### src/rtl/riscv_mem_pkg.sv
// Shared types for the instruction/data memory port arbiter.
package riscv_mem_pkg;

   // Default address/data width of the core's memory interface.
   localparam int DEF_XLEN = 32;

   // Arbiter sequencing: arbitrate, hold a request until granted, await the response.
   typedef enum logic [1:0] {
      IDLE = 2'd0,
      REQ  = 2'd1,
      WAIT = 2'd2
   } arb_state_t;

   // Which requester owns the transaction currently on the memory port.
   typedef enum logic [1:0] {
      OWN_NONE  = 2'd0,
      OWN_INSTR = 2'd1,
      OWN_DATA  = 2'd2
   } owner_t;

   // Request fields latched at arbitration and presented on the mem_* outputs.
   typedef struct packed {
      logic [DEF_XLEN-1:0]   addr;
      logic                  we;
      logic [DEF_XLEN-1:0]   wdata;
      logic [DEF_XLEN/8-1:0] wstrb;
   } mem_req_t;

endpackage

### src/rtl/mem_arb_pick.sv
// Combinational winner selection between fetch and load/store requests,
// plus the starvation counter value that follows the decision.
module mem_arb_pick
   import riscv_mem_pkg::*;
#(
   parameter int STARVE_LIMIT = 2,
   parameter int CW           = $clog2(STARVE_LIMIT + 1)
) (
   input  logic          instr_valid,
   input  logic          data_valid,
   input  logic [CW-1:0] starve_cnt,
   output logic          pick_instr,
   output logic          pick_data,
   output logic [CW-1:0] starve_cnt_next
);

   // Data wins by default; a waiting fetch wins once it has been passed over STARVE_LIMIT times.
   always_comb begin
      pick_instr      = 1'b0;
      pick_data       = 1'b0;
      starve_cnt_next = '0;
      if (instr_valid && (!data_valid || (starve_cnt == CW'(STARVE_LIMIT)))) begin
         pick_instr = 1'b1;
      end else if (data_valid) begin
         pick_data = 1'b1;
         if (instr_valid) begin
            starve_cnt_next = (starve_cnt == CW'(STARVE_LIMIT)) ? starve_cnt
                                                                : starve_cnt + 1'b1;
         end
      end
   end

endmodule

### src/rtl/mem_port_arbiter.sv
// Shares one memory port between instruction fetch and data load/store.
// Each transaction runs request (mem_req until mem_gnt, owner's ack pulses on
// the grant) then response (owner's ready pulses on mem_rvalid). Only one
// transaction is outstanding; the response cycle re-arbitrates so
// back-to-back requests go straight to the next request phase.
// The mem_req_t fields are sized by DEF_XLEN, so XLEN must equal DEF_XLEN.
module mem_port_arbiter
   import riscv_mem_pkg::*;
#(
   parameter int XLEN         = DEF_XLEN,
   parameter int STARVE_LIMIT = 2
) (
   input  logic              clk,
   input  logic              reset,
   input  logic              instruction_valid,
   input  logic [XLEN-1:0]   instruction_addr,
   output logic              instruction_ack,
   output logic              instruction_ready,
   output logic [XLEN-1:0]   instruction_read,
   input  logic              data_read_valid,
   input  logic              data_write_valid,
   input  logic [XLEN-1:0]   data_addr,
   input  logic [XLEN-1:0]   data_write,
   input  logic [XLEN/8-1:0] data_write_byte,
   output logic              data_ack,
   output logic              data_ready,
   output logic [XLEN-1:0]   data_read,
   output logic              mem_req,
   output logic              mem_we,
   output logic [XLEN-1:0]   mem_addr,
   output logic [XLEN-1:0]   mem_wdata,
   output logic [XLEN/8-1:0] mem_wstrb,
   input  logic              mem_gnt,
   input  logic              mem_rvalid,
   input  logic [XLEN-1:0]   mem_rdata
);

   localparam int CW = $clog2(STARVE_LIMIT + 1);

   arb_state_t      state, state_n;
   owner_t          owner, owner_n;
   logic [CW-1:0]   starve_cnt, starve_cnt_n, pick_cnt;
   mem_req_t        req_q, req_n;
   logic [XLEN-1:0] iread_q, dread_q;
   logic            data_valid, pick_instr, pick_data, resp, arbitrate;

   assign data_valid = data_read_valid | data_write_valid;

   mem_arb_pick #(
      .STARVE_LIMIT (STARVE_LIMIT),
      .CW           (CW)
   ) u_pick (
      .instr_valid     (instruction_valid),
      .data_valid      (data_valid),
      .starve_cnt      (starve_cnt),
      .pick_instr      (pick_instr),
      .pick_data       (pick_data),
      .starve_cnt_next (pick_cnt)
   );

   // mem_rvalid only counts while a response is awaited; elsewhere it is stale.
   assign resp      = (state == WAIT) && mem_rvalid;
   assign arbitrate = (state == IDLE) || resp;

   assign mem_req   = (state == REQ);
   assign mem_we    = req_q.we;
   assign mem_addr  = req_q.addr;
   assign mem_wdata = req_q.wdata;
   assign mem_wstrb = req_q.wstrb;

   assign instruction_ack   = mem_req && mem_gnt && (owner == OWN_INSTR);
   assign data_ack          = mem_req && mem_gnt && (owner == OWN_DATA);
   assign instruction_ready = resp && (owner == OWN_INSTR);
   assign data_ready        = resp && (owner == OWN_DATA);
   assign instruction_read  = instruction_ready ? mem_rdata : iread_q;
   assign data_read         = data_ready ? mem_rdata : dread_q;

   // Next state, owner, starvation count and latched request fields.
   always_comb begin
      state_n      = state;
      owner_n      = owner;
      starve_cnt_n = starve_cnt;
      req_n        = req_q;
      if ((state == REQ) && mem_gnt) begin
         state_n = WAIT;
      end else if (arbitrate) begin
         starve_cnt_n = pick_cnt;
         if (pick_instr) begin
            state_n     = REQ;
            owner_n     = OWN_INSTR;
            req_n.addr  = instruction_addr;
            req_n.we    = 1'b0;
            req_n.wdata = '0;
            req_n.wstrb = '0;
         end else if (pick_data) begin
            // A simultaneous read and write request is taken as a write.
            state_n     = REQ;
            owner_n     = OWN_DATA;
            req_n.addr  = data_addr;
            req_n.we    = data_write_valid;
            req_n.wdata = data_write;
            req_n.wstrb = data_write_byte;
         end else begin
            state_n = IDLE;
            owner_n = OWN_NONE;
         end
      end
   end

   // Control and request registers; reset aborts any transaction in flight.
   always_ff @(posedge clk or posedge reset) begin
      if (reset) begin
         state      <= IDLE;
         owner      <= OWN_NONE;
         starve_cnt <= '0;
         req_q      <= '0;
      end else begin
         state      <= state_n;
         owner      <= owner_n;
         starve_cnt <= starve_cnt_n;
         req_q      <= req_n;
      end
   end

   // Read outputs hold the last word delivered to each requester.
   always_ff @(posedge clk or posedge reset) begin
      if (reset) begin
         iread_q <= '0;
         dread_q <= '0;
      end else begin
         if (instruction_ready) iread_q <= mem_rdata;
         if (data_ready)        dread_q <= mem_rdata;
      end
   end

endmodule

### config.mk
export PLATFORM = sky130hd
export DESIGN_NAME = mem_port_arbiter
export DESIGN_NICKNAME = d
export VERILOG_FILES = /design/src/rtl/riscv_mem_pkg.sv /design/src/rtl/mem_arb_pick.sv /design/src/rtl/mem_port_arbiter.sv
export SDC_FILE = /design/constraint.sdc
export NUM_CORES = 1
export LEC_CHECK = 0
export BUFFER_PORTS_ARGS = -buffer_cell sky130_fd_sc_hd__buf_2
export CORE_MARGIN = 4
export CORE_UTILIZATION = 43
export DETAILED_ROUTE_END_ITERATION = 10
export PLACE_DENSITY = 0.85
export SLEW_MARGIN = 0
export SYNTH_ARGS = -nofsm -noshare
export SYNTH_HDL_FRONTEND = slang
export SYNTH_SLANG_ARGS = --single-unit
### constraint.sdc
create_clock -name clk -period 8.1 [get_ports clk]
set_input_delay 0 -clock clk [delete_from_list [all_inputs] [get_ports clk]]
set_output_delay 0 -clock clk [all_outputs]
set_load 0.03 [all_outputs]
==> summary.txt <==
Logic synthesis
  • Number of library cell types mapped by synthesis: 28
  • Async set-reset flop share out of synthesis: 1.000
  • Synth warnings: 0
  • Yosys reg bits: 139
  • Top_reg_cell synth: dfrtp_1
  • Seq/Total Area, Yosys: 0.6077
  • Synthesized Nets: 587
  • EDFF count, synth: 0
  • Syn avg cell area: 12.81 sq um
  • Synthesized area: 0.005724 sq mm
  • Post-Synthesis Cells: 447

Clock tree
  • CTS sink cnt: 139
  • H-tree levels: 4
  • CTS Buf Count: 17
  • Clock Latency Late Sink: 0.40 ns
  • Worst-path clk slew: 0.06 ns
  • CTS root buffer: clkbuf_16
  • CTS tree: built
  • Postcts setup bufs: 0
  • Maximum clock path buffer count: 2

Worst setup path
  • CP max FO: 33
  • CP Capture Type: output pin
  • Startpoint Class: flip-flop
  • Setup CP Type: reg2out
  • Critical Path RT: 8.10 ns
  • Crit path DAT: 2.57 ns

Floorplanning
  • FP Rows: 41
  • Starting Density: 0.4463
  • I/O pin total: 277
  • Die Span Y: 123.4 um
  • Core ar.: 0.01282 sq mm
  • Die area: 0.01522 sq mm
  • Die width: 123.4 um

Timing
  • Min Tclk post-route: 2.573 ns
  • Worst slew margin relative to its limit: 0.3381
  • RSZ-0062 raised after global routing: no
  • Final period util: 0.3177
  • Worst Skew: 0.005273 ns
  • Fmax achieved: 388.6 MHz
  • Final Max Slew Viols: 0
  • Setup_tns: 0 ns
  • Worst slew pin tran: 0.9905 ns
  • Hold Vio Cnt, Final: 0
  • Worst setup margin: 5.527 ns
  • Worst hold slack: 0.03405 ns
  • Final Setup Violations: 0

Global route
  • Initial antenna violation count: 0
  • First-pass GRT wire length: 29,860 um
  • Total GRT Usage: 0.2537
  • Vias in the first global route: 5,779
  • Remaining global-route overflow: 0
  • Pin count of the biggest net entering global routing: 72

Layout
  • Final Cell Area: 0.009037 sq mm
  • Diodes inserted: 0
  • Most frequent cells in the layout: 276 x buf_2, 139 x dfrtp_1, 135 x dlygate4sd3_1
  • Share of layout cells above drive strength 1: 0.4525
  • Layout net count: 980
  • Layout area overhead: 57.88%
  • Leading cell type in the layout, fill and taps excluded: buf_2

Pwr
  • Worst VDD drop: 0.2049 mV
  • P_leak: 4.336 nW
  • Pwr dens: 417.7 mW/mm^2

Hold path
  • Hold/Removal Path Class: in2reg

Job
  • MaxCap Viol Count: 0

Detailed routing
  • Vias: 5,536
  • Detailed Route WL: 19,460 um
  • WL/cell: 18.99 um
  • DR DRC count: 0
  • Pre-antenna DRT Iters: 5
  • Antenna violation net count after detailed routing: 0
  • Initial DRC Count: 465
  • Vias per cell: 5.401

Placement
  • Place WS: 5.741 ns
  • Post-DP HPWL: 11,290 um
  • PortBufs: 276
  • Gpl congestion: 0.7656
  • Cell area after placement: 0.007132 sq mm

Status
  • Outcome: completed
==> logic make-up after synthesis <==
| group | after synthesis | share of synthesized area |
|---|---|---|
| DFF | 139 | 0.6077 |
| and+or+nand+nor | 55 | 0.04962 |
| buffers and inverters | 46 | 0.04634 |
| adders and majority gates | 1 | 0.002185 |
| muxes | 66 | 0.1298 |
| AOI/OAI and AO/OA | 140 | 0.1644 |
==> through the flow <==
step                std cells    util  power, W
floorplan                 447       -  0.002372
global placement          858  0.5561  0.002809
detailed placement        858  0.5561  0.002855
CTS                      1025  0.7047  0.003757
global route             1025  0.7047  0.003967
finish                   1025  0.7047  0.003775
==> path summary, 6_finish.rpt <==
path	from	endpoint	slack [ns]	cells after the start
setup / recovery	state[0]	data_read[22]	5.53	4
hold / removal	mem_rvalid	starve_cnt[0]	0.03	4
setup reg to reg	starve_cnt[0]	mem_addr[11]	5.62	6
hold reg to reg	dread_q[10]	dread_q[10]	0.49	1
max in group asynchronous	reset	dread_q[28]	6.47	4
min in group asynchronous	reset	dread_q[14]	0.25	3
==> worst max-delay path: stages, from the launching register on <==
cell and delay (ns):
dfrtp_1 0.43, nand3b_1 0.28, nor2_4 0.81, mux2_2 0.45
buf_2 0.19
==> state kept, by name, indices dropped and copies added, names as in the netlist <==
signal,flops
mem_wdata,32
dread_q,32
mem_addr,32
state,2
owner,2
starve_cnt,2
mem_we,1
mem_wstrb,4
iread_q,32
==> layer usage <==
layer | global-route usage | vias up | wire, um
met3 | 0.07914 | 62 | 1960
li1 | - | 2467 | -
met1 | 0.2876 | 2650 | 7039
met4 | 0.1225 | 0 | 718
met2 | 0.4343 | 357 | 9742
met5 | 0 | - | 0
==> report_power, final <==
group / switching, W / total [W] / internal, W
logic: 0.00121 / 0.00191 / 0.000692
registers: 0.000143 / 0.00115 / 0.00101
clock network: 0.000292 / 0.000717 / 0.000424
total: 0.00165 / 0.00377 / 0.00213
==> cell usage after synthesis (all sizes together), types with 2 or more instances <==
| cell | instances | share of area |
|---|---|---|
| a22o | 36 | 0.055 |
| buf | 20 | 0.029 |
| nand3b | 2 | 0.0026 |
| nor2 | 9 | 0.0059 |
| o21ai | 36 | 0.031 |
| a31oi | 64 | 0.071 |
| nand3 | 33 | 0.030 |
| nand2 | 3 | 0.0020 |
| nand2b | 3 | 0.0033 |
| clkbuf | 22 | 0.014 |
| inv | 4 | 0.0026 |
| mux2 | 66 | 0.13 |
| dfrtp | 139 | 0.61 |
==> area by class of cell <==
cell class | instances | area (sq um)
flip-flops and latches | 139 | 3478
fillers | 865 | 3787
repair buffers | 416 | 2770
inverters | 4 | 20.02
clock inverters | 13 | 121.4
well taps | 172 | 215.2
clock buffers | 19 | 432.9
multi-input cells | 262 | 1999
==> what timing repair did <==
| item | CTS | global route |
|---|---|---|
| hold buffers | 135 | 0 |
| resized for setup | 0 | 0 |
| hold endpoints to repair | 203 | 0 |
Power figures use the tool's default switching activity.
